===== src/rtl/mem_access_unit_if.sv =====
// Pipeline-side and data-memory-side signals of the load/store unit.
// No logic; the slave modport is the unit and the master modport is its environment.
// The memory side has no backpressure beyond dmem_ack.
interface mem_access_unit_if;
  // pipeline side
  logic        start;
  logic        mem_w;
  logic [1:0]  B_H_W;
  logic        sign;
  logic [31:0] addr;
  logic [31:0] wdata;
  logic        busy;
  logic        done;
  logic [31:0] rdata;
  logic        misalign;
  logic        timeout;
  // data memory side
  logic        dmem_req;
  logic        dmem_we;
  logic [31:0] dmem_addr;
  logic [3:0]  dmem_be;
  logic [31:0] dmem_wdata;
  logic        dmem_ack;
  logic [31:0] dmem_rdata;

  modport slave (
    input  start, mem_w, B_H_W, sign, addr, wdata,
    output busy, done, rdata, misalign, timeout,
    output dmem_req, dmem_we, dmem_addr, dmem_be, dmem_wdata,
    input  dmem_ack, dmem_rdata
  );

  modport master (
    output start, mem_w, B_H_W, sign, addr, wdata,
    input  busy, done, rdata, misalign, timeout,
    input  dmem_req, dmem_we, dmem_addr, dmem_be, dmem_wdata,
    output dmem_ack, dmem_rdata
  );
endinterface


===== src/rtl/mem_access_unit.sv =====
// Load/store unit: byte/half/word lane steering, load extension, misalign and ack-timeout handling.
// Latency: start at T, ack at T+1 -> done at T+2; misaligned ops finish at T+1 with no memory request.
// Backpressure: busy stalls the pipeline while a request is outstanding; start outside IDLE is dropped.
module mem_access_unit #(
  parameter int TIMEOUT = 255
) (
  input logic         clk,
  input logic         rst_n,
  mem_access_unit_if.slave bus
);

  // wide enough to hold TIMEOUT itself
  localparam int CW = (TIMEOUT < 2) ? 1 : $clog2(TIMEOUT + 1);

  typedef enum logic [1:0] {
    S_IDLE = 2'd0,
    S_REQ  = 2'd1,
    S_DONE = 2'd2,
    S_ERR  = 2'd3
  } state_t;

  state_t state_q, state_d;

  // transition qualifiers from the next-state logic
  logic accept;    // aligned start taken in IDLE
  logic reject;    // misaligned start taken in IDLE
  logic ack_hit;   // ack sampled while requesting
  logic tmo_hit;   // last allowed wait cycle passed without ack

  // wait counter for the outstanding request
  logic [CW-1:0] wait_cnt;

  // attributes of the op in flight, needed again when the ack returns
  logic [1:0] size_q;
  logic       sign_q;
  logic [1:0] off_q;

  // registered outputs
  logic        req_q;
  logic        we_q;
  logic [31:0] addr_q;
  logic [3:0]  be_q;
  logic [31:0] wdata_q;
  logic [31:0] rdata_q;
  logic        done_q;
  logic        mis_q;
  logic        tmo_q;

  // lane decode of the incoming op and extraction of the returning word
  logic        misaligned;
  logic [3:0]  be_c;
  logic [31:0] wdata_c;
  logic [7:0]  ld_byte;
  logic [15:0] ld_half;
  logic [31:0] load_c;

  // Decode size into byte enables, replicated store data and the alignment check.
  always_comb begin
    be_c       = 4'b1111;
    wdata_c    = bus.wdata;
    misaligned = (bus.addr[1:0] != 2'b00);
    unique case (bus.B_H_W)
      2'b01: begin
        be_c       = 4'b0001 << bus.addr[1:0];
        wdata_c    = {4{bus.wdata[7:0]}};
        misaligned = 1'b0;
      end
      2'b10: begin
        be_c       = bus.addr[1] ? 4'b1100 : 4'b0011;
        wdata_c    = {2{bus.wdata[15:0]}};
        misaligned = bus.addr[0];
      end
      default: begin
        // 00 and 11 are both full words; defaults above already describe them
      end
    endcase
  end

  // Pick the addressed byte/half out of the read word and sign- or zero-extend it.
  always_comb begin
    ld_byte = bus.dmem_rdata[{off_q, 3'b000} +: 8];
    ld_half = off_q[1] ? bus.dmem_rdata[31:16] : bus.dmem_rdata[15:0];
    load_c  = bus.dmem_rdata;
    unique case (size_q)
      2'b01:   load_c = {{24{sign_q & ld_byte[7]}}, ld_byte};
      2'b10:   load_c = {{16{sign_q & ld_half[15]}}, ld_half};
      default: load_c = bus.dmem_rdata;
    endcase
  end

  // State register.
  always_ff @(posedge clk or negedge rst_n) begin
    if (!rst_n) begin
      state_q <= S_IDLE;
    end else begin
      state_q <= state_d;
    end
  end

  // Next-state logic; an ack on the final wait cycle still wins over the timeout.
  always_comb begin
    state_d = state_q;
    accept  = 1'b0;
    reject  = 1'b0;
    ack_hit = 1'b0;
    tmo_hit = 1'b0;
    unique case (state_q)
      S_IDLE: begin
        if (bus.start) begin
          if (misaligned) begin
            reject  = 1'b1;
            state_d = S_ERR;
          end else begin
            accept  = 1'b1;
            state_d = S_REQ;
          end
        end
      end
      S_REQ: begin
        if (bus.dmem_ack) begin
          ack_hit = 1'b1;
          state_d = S_DONE;
        end else if (wait_cnt == CW'(TIMEOUT - 1)) begin
          tmo_hit = 1'b1;
          state_d = S_ERR;
        end
      end
      S_DONE:  state_d = S_IDLE;
      S_ERR:   state_d = S_IDLE;
      default: state_d = S_IDLE;
    endcase
  end

  // Count REQ cycles that pass without an ack; restarts with every accepted op.
  always_ff @(posedge clk or negedge rst_n) begin
    if (!rst_n) begin
      wait_cnt <= '0;
    end else if (accept) begin
      wait_cnt <= '0;
    end else if ((state_q == S_REQ) && !bus.dmem_ack) begin
      wait_cnt <= wait_cnt + CW'(1);
    end
  end

  // Launch and retire the memory request, capture load data, and raise the completion pulses.
  always_ff @(posedge clk or negedge rst_n) begin
    if (!rst_n) begin
      req_q   <= 1'b0;
      we_q    <= 1'b0;
      addr_q  <= '0;
      be_q    <= '0;
      wdata_q <= '0;
      rdata_q <= '0;
      size_q  <= '0;
      sign_q  <= 1'b0;
      off_q   <= '0;
      done_q  <= 1'b0;
      mis_q   <= 1'b0;
      tmo_q   <= 1'b0;
    end else begin
      // DONE and ERR each last one cycle, so these are single-cycle pulses
      done_q <= (state_d == S_DONE) || (state_d == S_ERR);
      mis_q  <= reject;
      tmo_q  <= tmo_hit;

      if (accept) begin
        req_q   <= 1'b1;
        we_q    <= bus.mem_w;
        addr_q  <= {bus.addr[31:2], 2'b00};
        be_q    <= be_c;
        wdata_q <= wdata_c;
        size_q  <= bus.B_H_W;
        sign_q  <= bus.sign;
        off_q   <= bus.addr[1:0];
      end

      // stores leave rdata untouched; we_q still holds this op's direction here
      if (ack_hit && !we_q) begin
        rdata_q <= load_c;
      end

      // address/lanes/data are left as they were; only the strobes drop
      if (ack_hit || tmo_hit) begin
        req_q <= 1'b0;
        we_q  <= 1'b0;
      end
    end
  end

  // busy must reach the pipeline in the same cycle as start, hence combinational
  assign bus.busy       = ((state_q == S_IDLE) && bus.start) || (state_q == S_REQ);
  assign bus.done       = done_q;
  assign bus.misalign   = mis_q;
  assign bus.timeout    = tmo_q;
  assign bus.rdata      = rdata_q;
  assign bus.dmem_req   = req_q;
  assign bus.dmem_we    = we_q;
  assign bus.dmem_addr  = addr_q;
  assign bus.dmem_be    = be_q;
  assign bus.dmem_wdata = wdata_q;

endmodule


===== src/flat_wrapper.sv =====
// flat-port wrapper written by rule: the top's interface ports become plain ports
module mem_access_unit_flat 
#(
  parameter int TIMEOUT = 255
)
  (clk, rst_n, bus_start, bus_mem_w, bus_B_H_W, bus_sign, bus_addr, bus_wdata, bus_busy, bus_done, bus_rdata, bus_misalign, bus_timeout, bus_dmem_req, bus_dmem_we, bus_dmem_addr, bus_dmem_be, bus_dmem_wdata, bus_dmem_ack, bus_dmem_rdata);
  mem_access_unit_if bus_i ();
  input logic clk;
  input logic rst_n;
  input wire logic [$bits(bus_i.start)-1:0] bus_start;
  input wire logic [$bits(bus_i.mem_w)-1:0] bus_mem_w;
  input wire logic [$bits(bus_i.B_H_W)-1:0] bus_B_H_W;
  input wire logic [$bits(bus_i.sign)-1:0] bus_sign;
  input wire logic [$bits(bus_i.addr)-1:0] bus_addr;
  input wire logic [$bits(bus_i.wdata)-1:0] bus_wdata;
  output wire logic [$bits(bus_i.busy)-1:0] bus_busy;
  output wire logic [$bits(bus_i.done)-1:0] bus_done;
  output wire logic [$bits(bus_i.rdata)-1:0] bus_rdata;
  output wire logic [$bits(bus_i.misalign)-1:0] bus_misalign;
  output wire logic [$bits(bus_i.timeout)-1:0] bus_timeout;
  output wire logic [$bits(bus_i.dmem_req)-1:0] bus_dmem_req;
  output wire logic [$bits(bus_i.dmem_we)-1:0] bus_dmem_we;
  output wire logic [$bits(bus_i.dmem_addr)-1:0] bus_dmem_addr;
  output wire logic [$bits(bus_i.dmem_be)-1:0] bus_dmem_be;
  output wire logic [$bits(bus_i.dmem_wdata)-1:0] bus_dmem_wdata;
  input wire logic [$bits(bus_i.dmem_ack)-1:0] bus_dmem_ack;
  input wire logic [$bits(bus_i.dmem_rdata)-1:0] bus_dmem_rdata;
  assign bus_i.start = bus_start;
  assign bus_i.mem_w = bus_mem_w;
  assign bus_i.B_H_W = bus_B_H_W;
  assign bus_i.sign = bus_sign;
  assign bus_i.addr = bus_addr;
  assign bus_i.wdata = bus_wdata;
  assign bus_busy = bus_i.busy;
  assign bus_done = bus_i.done;
  assign bus_rdata = bus_i.rdata;
  assign bus_misalign = bus_i.misalign;
  assign bus_timeout = bus_i.timeout;
  assign bus_dmem_req = bus_i.dmem_req;
  assign bus_dmem_we = bus_i.dmem_we;
  assign bus_dmem_addr = bus_i.dmem_addr;
  assign bus_dmem_be = bus_i.dmem_be;
  assign bus_dmem_wdata = bus_i.dmem_wdata;
  assign bus_i.dmem_ack = bus_dmem_ack;
  assign bus_i.dmem_rdata = bus_dmem_rdata;
  mem_access_unit #(.TIMEOUT(TIMEOUT)) u_core (.clk(clk), .rst_n(rst_n), .bus(bus_i));
endmodule

===== config.mk =====
export PLATFORM = sky130hd
export DESIGN_NAME = mem_access_unit_flat
export DESIGN_NICKNAME = d
export VERILOG_FILES = /design/src/rtl/mem_access_unit_if.sv /design/src/rtl/mem_access_unit.sv /design/src/flat_wrapper.sv
export SDC_FILE = /design/constraint.sdc
export NUM_CORES = 1
export LEC_CHECK = 0
export ABC_AREA = 1
export ABC_CLOCK_PERIOD_IN_PS = 2400
export CAP_MARGIN = 20
export CORE_ASPECT_RATIO = 0.8
export CORE_MARGIN = 1.5
export CORE_UTILIZATION = 50
export CTS_BUF_LIST = sky130_fd_sc_hd__clkbuf_4
export CTS_CLUSTER_DIAMETER = 80
export DETAILED_ROUTE_END_ITERATION = 16
export PLACE_DENSITY = 0.88
export SETUP_SLACK_MARGIN = 0.2
export SLEW_MARGIN = 20
export SYNTH_ARGS = -nofsm -noshare
export SYNTH_HDL_FRONTEND = slang
export SYNTH_SLANG_ARGS = --single-unit
export TNS_END_PERCENT = 20

===== constraint.sdc =====
create_clock -name clk -period 2.4 [get_ports clk]
set_input_delay 0.48 -clock clk [delete_from_list [all_inputs] [get_ports clk]]
set_output_delay 0.48 -clock clk [all_outputs]
set_load 0.1 [all_outputs]

==> results.sh, run 1 <==
export IMPL_run_status="finished, final reports clean"
export IMPL_clockBufferDepth=2
export IMPL_critPathTopFamily="adder cells"
export IMPL_yosysMostFrequentCell="nand2_1"
export IMPL_cts_tree="built"
export IMPL_final_area_sq_um=7970
export IMPL_rows=34
export IMPL_die_area_sq_um=12200
export IMPL_dpl_hpwl_microns=12000
export IMPL_hold_violations=0
export IMPL_max_slew_worst_pin_slew_ns=0.726
export IMPL_htreeDepth=4
export IMPL_grt_use_total_pct=28.4
export IMPL_drive_gt1_share_pct=17.2
export IMPL_path_cells="inv_1 -> ha_1 -> clkinv_1 -> or2_2 -> nand3_1 -> nand2_1"
export IMPL_endpoint_kind="register"
export IMPL_synth_cell_types=33
export IMPL_portBuffers=207
export IMPL_synthCells=757
export IMPL_ys_top_cells_by_area="dfrtp_1 (51%), nand2_1 (23%), a21oi_1 (4.8%)"
export IMPL_yosys_register_bits=118
export IMPL_relSlewSlack_pct=51.6
export IMPL_synth_area_leader_cell="dfrtp_1"
export IMPL_finalWeightedCongestion=0.847
export IMPL_hp_start="bus_addr[17]"
export IMPL_slew_viol_final=0
export IMPL_synth_main_ff_cell="dfrtp_1"
export IMPL_start_util_pct=52.3
export IMPL_crit_path_start_kind="register"
export IMPL_core_sq_um=11100
export IMPL_crit_fanout=14
export IMPL_wire_per_inst_microns=14.7
export IMPL_synth_edf_count=0
export IMPL_syn_avg_cell_area_sq_um=7.65
export IMPL_worst_setup_path_type="register to register"
export IMPL_synthTopCellsByCount="nand2_1 (352), dfrtp_1 (118), a21oi_1 (55)"
export IMPL_nets=1073
export IMPL_critPathArrivalTime_ns=2.38
export IMPL_drtPass1Iterations=5
export IMPL_post_cts_resized=0
export IMPL_cts_sinks=118
export IMPL_gr_total_overflow=0
export IMPL_synth_warnings=0
export IMPL_vias=5681
export IMPL_placed_cell_area_sq_um=7680
export IMPL_numCtsBuffers=17
export IMPL_grt_max_degree=78
export IMPL_holdWs_ns=0.466
export IMPL_maxCapViolCount=0
export IMPL_die_h_microns=99.2
export IMPL_grt_pass1_wl_microns=26700
export IMPL_async_flop_share_pct=100
export IMPL_fin_crit_sh_pct=81.6
export IMPL_antenna_found_initial=1
export IMPL_clk_root_buffer_cell="clkbuf_4"
export IMPL_slowest_delay_ns=0.58
export IMPL_die_x_microns=123
export IMPL_required_ns=2.82
export IMPL_syn_area_sq_um=5790
export IMPL_fmax_mhz=511
export IMPL_ys_seq_area_share_pct=51.0
export IMPL_initialDrtViolationCount=394
export IMPL_finish_utilization_pct=72.0
export IMPL_rrSetupSlack_ns=0.44
export IMPL_r2r_start="u_core.size_q[0]$_DFFE_PN0P_"
export IMPL_clk_pin_slew_ns=0.11
export IMPL_wirelength_microns=16500
export IMPL_fill_cells=894
export IMPL_grt_setup_unrepaired="no"
export IMPL_ant_nets=0
export IMPL_vias_per_cell=5.08
export IMPL_drc=0
export IMPL_startpoint="u_core.size_q[0]$_DFFE_PN0P_"
export IMPL_finalCriticalPeriod_ns=1.96
export IMPL_io_pins=210
export IMPL_path_buf_inv=2
export IMPL_setup_viol=0
export IMPL_grt_pass1_vias=5548
export IMPL_fin_skew_ns=0.0165
export IMPL_area_growth_syn_to_layout_pct=37.6
export IMPL_worstSkewPairLatency_ns=0.54
export IMPL_yosysTopAreaCellShare_pct=51.0
export IMPL_critical_path_slowest_cell="ha_1"
export IMPL_hp_class="input port to register"
[cells in the final DEF (no fill, tap or decap), types with 2 or more instances in the layout]
master	instances
clkinv_1	2
o21ai_2	3
ha_1	6
clkbuf_4	19
buf_4	118
a21oi_1	54
buf_12	3
clkinv_2	5
conb_1	2
or2_0	3
nand3_1	15
inv_1	48
nand2_1	352
nor3_1	4
dfrtp_1	118
inv_2	4
nor2_1	31
bufinv_16	3
a31oi_1	2
clkdlybuf4s50_1	102
o21ai_0	36
o21ai_1	23
or2_2	5
[metrics by stage]
stage,std cells,worst slack (ns),setup TNS [ns]
3_5_place_dp,1087,-0.0952,-2.08
3_3_place_gp,1087,-0.0139,-0.0980
2_1_floorplan,758,0.503,0
6_report,1119,0.442,0
4_1_cts,1118,0.417,0
5_1_grt,1119,0.300,0
[sequential cells by signal, summed over array words and instances (netlist names)]
name / flops
u_core.bus.rdata: 32
u_core.bus.dmem_we: 1
u_core.off_q: 2
u_core.state_q: 2
u_core.bus.dmem_addr: 30
u_core.bus.timeout: 1
u_core.bus.dmem_be: 4
u_core.wait_cnt: 8
u_core.sign_q: 1
u_core.bus.done: 1
u_core.bus.misalign: 1
u_core.size_q: 2
u_core.bus.dmem_wdata: 32
u_core.bus.dmem_req: 1
[cell families after synthesis]
family | synth area share [%]
buffers and inverters | 8.15
DFF | 51.0
AOI/OAI and AO/OA | 11.4
other | 0.0648
adders and majority gates | 1.30
and+or+nand+nor | 28.1
[final cells by class]
class	instances	area, sq um	area share, %
diodes	1	2.50	0.0314
clock buffers	19	143	1.79
clock inverters	11	135	1.70
inverters	54	205	2.58
multi-input cells	548	2370	29.8
flip-flops and latches	118	2950	37.1
well taps	144	180	2.26
repair buffers	224	1980	24.8
[tightest hold or removal path: cells and delay by family]
kind / cells / cell delay, ns
buffers and inverters: 1 / 0.39
AND/OR/NAND/NOR: 2 / 0.10
[per-layer routing]
metal  up-vias  track usage (%)  share of wire [%]
met1      2612             37.0                 42
met2       263             44.8                 46
li1       2779                -                  -
met4         0             11.0                2.0
met5         -                0                  0
met3        27             8.77                9.8
[final timing paths]
path / to / cells past startpoint
max: u_core.bus.rdata[15]$_DFFE_PN0P_ / 6
min: u_core.bus.dmem_addr[17]$_DFFE_PN0P_ / 3
min in group asynchronous: u_core.wait_cnt[7]$_DFFE_PN0P_ / 2
max reg2reg: u_core.bus.rdata[15]$_DFFE_PN0P_ / 6
max in group asynchronous: u_core.bus.rdata[11]$_DFFE_PN0P_ / 3
min reg2reg: u_core.bus.dmem_addr[10]$_DFFE_PN0P_ / 2
[what timing repair did]
action | in CTS | in global routing
setup buffers | 0 | 0
setup endpoints to repair | 0 | 0
hold endpoints to repair | 44 | 0
hold buffers | 1 | 0
Power of run 1 is left out: the tool's default activity adds up to more than one toggle a clock period on the data nets, which glitch-free logic cannot reach.
==> inputs of run 2 (changes only) <==
--- a/config.mk
+++ b/config.mk
@@ -6,15 +6,15 @@
 export NUM_CORES = 1
 export LEC_CHECK = 0
 export ABC_AREA = 1
-export ABC_CLOCK_PERIOD_IN_PS = 2400
+export ABC_CLOCK_PERIOD_IN_PS = 1800
 export CAP_MARGIN = 20
 export CORE_ASPECT_RATIO = 0.8
 export CORE_MARGIN = 1.5
-export CORE_UTILIZATION = 50
+export CORE_UTILIZATION = 42
 export CTS_BUF_LIST = sky130_fd_sc_hd__clkbuf_4
 export CTS_CLUSTER_DIAMETER = 80
 export DETAILED_ROUTE_END_ITERATION = 16
-export PLACE_DENSITY = 0.88
+export PLACE_DENSITY = 0.79
 export SETUP_SLACK_MARGIN = 0.2
 export SLEW_MARGIN = 20
 export SYNTH_ARGS = -nofsm -noshare
==> constraint.sdc (replaced) <==
create_clock -name clk -period 1.8 [get_ports clk]
set_input_delay 0.36 -clock clk [delete_from_list [all_inputs] [get_ports clk]]
set_output_delay 0.36 -clock clk [all_outputs]
set_load 0.1 [all_outputs]
==> results.sh, run 2 (synthesis gave the netlist of run 1 again) <==
export IMPL_maxCapViolCount=0
export IMPL_startpoint="u_core.state_q[1]$_DFF_PN0_"
export IMPL_r2r_end="u_core.bus.rdata[20]$_DFFE_PN0P_"
export IMPL_clk_root_buffer_cell="clkbuf_4"
export IMPL_core_sq_um=13500
export IMPL_layout_commonest_cell="nand2_1"
export IMPL_wirelength_microns=19300
export IMPL_grt_pass1_vias=5854
export IMPL_drtPass1Iterations=5
export IMPL_hold_violations=0
export IMPL_drive_gt1_share_pct=21.3
export IMPL_cts_sinks=118
export IMPL_finish_utilization_pct=72.4
export IMPL_die_area_sq_um=14500
export IMPL_run_status="finished, final reports clean"
export IMPL_cts_tree="built"
export IMPL_slew_viol_final=0
export IMPL_rrSetupSlack_ns=0.14
export IMPL_antenna_found_initial=1
export IMPL_r2r_start="u_core.state_q[1]$_DFF_PN0_"
export IMPL_io_pins=210
export IMPL_worst_setup_path_type="register to primary output"
export IMPL_start_util_pct=42.9
export IMPL_crit_fanout=2
export IMPL_vias=6018
export IMPL_area_growth_syn_to_layout_pct=68.9
export IMPL_numCtsBuffers=17
export IMPL_die_x_microns=134
export IMPL_nets=1102
export IMPL_finalWeightedCongestion=0.872
export IMPL_ant_nets=0
export IMPL_gr_total_overflow=0
export IMPL_required_ns=1.44
export IMPL_fmax_mhz=601
export IMPL_r2r_cells=8
export IMPL_clk_pin_slew_ns=0.11
export IMPL_finalCriticalPeriod_ns=1.66
export IMPL_die_h_microns=108
export IMPL_endpoint_kind="primary output"
export IMPL_setup_tns_ns=0
export IMPL_clockBufferDepth=2
export IMPL_initialDrtViolationCount=509
export IMPL_layout_common_cells="nand2_1 (350), dfrtp_1 (116), buf_12 (111), clkdlybuf4s50_1 (102), a21oi_1 (47)"
export IMPL_portBuffers=207
export IMPL_hp_class="input port to asynchronous set/reset pin"
export IMPL_grt_setup_unrepaired="yes"
export IMPL_crit_path_start_kind="register"
export IMPL_grt_max_degree=60
export IMPL_dpl_hpwl_microns=13000
export IMPL_htreeDepth=4
export IMPL_worstSkewPairLatency_ns=0.55
export IMPL_fin_skew_ns=0.0207
export IMPL_vias_per_cell=5.08
export IMPL_drc=0
export IMPL_critPathArrivalTime_ns=1.30
export IMPL_grt_use_total_pct=25.7
export IMPL_fin_crit_sh_pct=92.4
export IMPL_wire_per_inst_microns=16.3
export IMPL_timing_critical_path_to="bus_busy"
export IMPL_rows=38
export IMPL_grt_pass1_wl_microns=28700
export IMPL_setup_viol=0
-- run 2: cell count changes in the layout (fill, tap and decap cells not counted), sizes merged --
cell / delta
clkinvlp: +3
buf: +24
nand2: +1
bufbuf: +1
clkbuf: +1
-- run 2: critical path, stage by stage, from the launching register on --
cell and delay [ns]:
dfrtp_1 0.43, a21oi_4 0.14, buf_12 0.19
-- run 2: layout make-up --
cell class | count | area [sq um]
tap | 180 | 225
inverter | 54 | 216
antenna | 1 | 2.50
sequential | 118 | 2960
clock buffer | 17 | 128
fill | 969 | 3720
multi-input combinational | 549 | 2460
timing repair buffer | 252 | 3630
clock inverter | 14 | 161
-- run 2: worst min path at each step --
stage	from	endpoint	slack [ns]	depth (start not counted)
floorplan	rst_n	u_core.bus.dmem_addr[10]$_DFFE_PN0P_	0.06	0
global placement	rst_n	u_core.bus.rdata[19]$_DFFE_PN0P_	0.31	1
detailed placement	rst_n	u_core.bus.rdata[19]$_DFFE_PN0P_	0.32	1
CTS	rst_n	u_core.bus.rdata[19]$_DFFE_PN0P_	0.26	2
global route	rst_n	u_core.bus.rdata[19]$_DFFE_PN0P_	0.28	2
finish	rst_n	u_core.bus.rdata[19]$_DFFE_PN0P_	0.29	2
-- run 2: layer usage --
metal	wire length [microns]	GRT usage, %	vias up
li1	-	-	2832
met1	7240	30.0	2812
met2	9210	43.3	326
met3	2320	10.6	48
met4	529	8.29	0
met5	0	0	-
-- run 2: repair_timing --
action,4_1_cts,5_1_grt
pin swaps,2,1
buffers inserted,2,7
hold buffers,1,0
gates cloned,1,5
setup endpoints to repair,11,74
endpoints found under the hold margin,22,0
gates resized for setup,5,24
-- run 2: metrics by stage --
step | std cells | worst slack (ns) | area, sq um | hold WS, ns
2_1_floorplan | 758 | 0.143 | 5800 | 0.0644
3_3_place_gp | 1137 | -0.258 | 9180 | 0.312
3_5_place_dp | 1137 | -0.304 | 9180 | 0.317
4_1_cts | 1172 | 0.115 | 9550 | 0.255
5_1_grt | 1185 | 0.0727 | 9780 | 0.284
6_report | 1185 | 0.137 | 9780 | 0.286
Power of run 2 is left out for the same reason.
==> inputs of run 3 (changes only) <==
--- a/config.mk
+++ b/config.mk
@@ -16,6 +16,7 @@
 export DETAILED_ROUTE_END_ITERATION = 16
 export PLACE_DENSITY = 0.79
 export SETUP_SLACK_MARGIN = 0.2
+export SKIP_CTS_REPAIR_TIMING = 1
 export SLEW_MARGIN = 20
 export SYNTH_ARGS = -nofsm -noshare
 export SYNTH_HDL_FRONTEND = slang
==> results.sh, run 3 (synthesis gave the netlist of run 1 again) <==
export IMPL_run_status="finished, final reports clean"
export IMPL_critical_path_slowest_cell="dfrtp_1"
export IMPL_crit_path_start_kind="register"
export IMPL_drtPass1Iterations=5
export IMPL_drc=0
export IMPL_die_area_sq_um=14500
export IMPL_r2r_end="u_core.bus.rdata[15]$_DFFE_PN0P_"
export IMPL_area_growth_syn_to_layout_pct=64.5
export IMPL_rrSetupSlack_ns=0.18
export IMPL_clk_pin_slew_ns=0.11
export IMPL_layout_commonest_cell="nand2_1"
export IMPL_finalCriticalPeriod_ns=1.68
export IMPL_layout_common_cells="nand2_1 (351), dfrtp_1 (116), buf_12 (111), clkdlybuf4s50_1 (102), a21oi_1 (53)"
export IMPL_numCtsBuffers=17
export IMPL_grt_pass1_wl_microns=28300
export IMPL_slowest_delay_ns=0.43
export IMPL_drive_gt1_share_pct=19.3
export IMPL_clk_root_buffer_cell="clkbuf_4"
export IMPL_hold_violations=0
export IMPL_place_inst=1137
export IMPL_holdWs_ns=0.289
export IMPL_path_buf_inv=1
export IMPL_ant_nets=0
export IMPL_portBuffers=207
export IMPL_cts_sinks=118
export IMPL_start_util_pct=42.9
export IMPL_r2r_cells=6
export IMPL_grt_use_total_pct=25.2
export IMPL_die_h_microns=108
export IMPL_finalNonFillerCells=1171
export IMPL_endpoint_kind="primary output"
export IMPL_rows=38
export IMPL_slew_viol_final=0
export IMPL_path_cells="a21oi_2 -> buf_12"
export IMPL_fin_crit_sh_pct=93.6
export IMPL_worst_slack_ns=0.116
export IMPL_initialDrtViolationCount=414
export IMPL_required_ns=1.44
export IMPL_fin_skew_ns=0.0179
export IMPL_vias=5831
export IMPL_maxCapViolCount=0
export IMPL_critPathArrivalTime_ns=1.32
export IMPL_clockBufferDepth=2
export IMPL_io_pins=210
export IMPL_htreeDepth=4
export IMPL_wire_per_inst_microns=15.3
export IMPL_wirelength_microns=17900
export IMPL_grt_pass1_vias=5759
export IMPL_finalWeightedCongestion=0.872
export IMPL_worstSkewPairLatency_ns=0.54
export IMPL_antenna_found_initial=1
export IMPL_gr_total_overflow=0
export IMPL_worst_setup_path_type="register to primary output"
export IMPL_regArea_sq_um=2960
export IMPL_hp_class="input port to asynchronous set/reset pin"
export IMPL_fmax_mhz=594
export IMPL_nets=1088
export IMPL_vias_per_cell=4.98
export IMPL_fill_cells=1012
export IMPL_setup_viol=0
export IMPL_die_x_microns=134
export IMPL_crit_fanout=3
export IMPL_r2r_start="u_core.size_q[0]$_DFFE_PN0P_"
export IMPL_dpl_hpwl_microns=13000
export IMPL_core_sq_um=13500
export IMPL_multi_input_area_sq_um=2400
export IMPL_pre_cts_ws_ns=-0.304
export IMPL_grt_max_degree=60
export IMPL_critPathTopFamily="flip-flops"
export IMPL_cts_tree="built"
export IMPL_grt_setup_unrepaired="yes"
[run 3: cell types whose count changed in the layout (fill, tap and decap cells not counted), moves of 2 or more]
cell,delta
buf_6,-3
buf_4,-7
nor2_2,+2
a21oi_4,-2
a21oi_1,+6
a21oi_2,-4
clkbuf_16,-3
nand2_2,-2
[run 3: area by class of cell]
class | instances | area share (%)
Antenna cell | 1 | 0.0263
Sequential cell | 118 | 31.0
Timing Repair Buffer | 238 | 36.1
Inverter | 54 | 2.15
Clock inverter | 14 | 1.69
Multi-Input combinational cell | 549 | 25.3
Tap cell | 180 | 2.36
Clock buffer | 17 | 1.34
[run 3: worst register-to-register path, stage by stage (launching register included)]
cell	delay (ns)
dfrtp_1	0.39
inv_1	0.06
ha_2	0.37
clkinv_1	0.22
or2_2	0.34
nand3_1	0.09
nand2_1	0.05
[run 3: metrics by stage]
step                area, sq um  utilization [%]  TNS (ns)
floorplan                  5800                -         0
global placement           9180             68.0    -17.63
detailed placement         9180             68.0    -19.95
CTS                        9470             70.1         0
global route               9520             70.5         0
finish                     9520             70.5         0
[run 3: worst max path at each step]
stage / startpoint / end / cells past startpoint
floorplan: bus_start / bus_busy / 2
global placement: bus_B_H_W[0] / u_core.bus.dmem_be[2]$_DFFE_PN0P_ / 7
detailed placement: bus_B_H_W[0] / u_core.bus.dmem_wdata[31]$_DFFE_PN0P_ / 8
CTS: u_core.state_q[0]$_DFF_PN0_ / bus_busy / 3
global route: u_core.state_q[1]$_DFF_PN0_ / bus_busy / 2
finish: u_core.state_q[1]$_DFF_PN0_ / bus_busy / 2
[run 3: layer usage]
layer | GRT usage [%] | routed length, microns | share of wire, % | vias to the layer above
met3 | 10.4 | 2030 | 11 | 24
met1 | 29.9 | 7040 | 39 | 2730
li1 | - | - | - | 2803
met2 | 42.2 | 8570 | 48 | 274
met4 | 7.76 | 255 | 1.4 | 0
met5 | 0 | 0 | 0 | -
Power of run 3 is left out for the same reason.
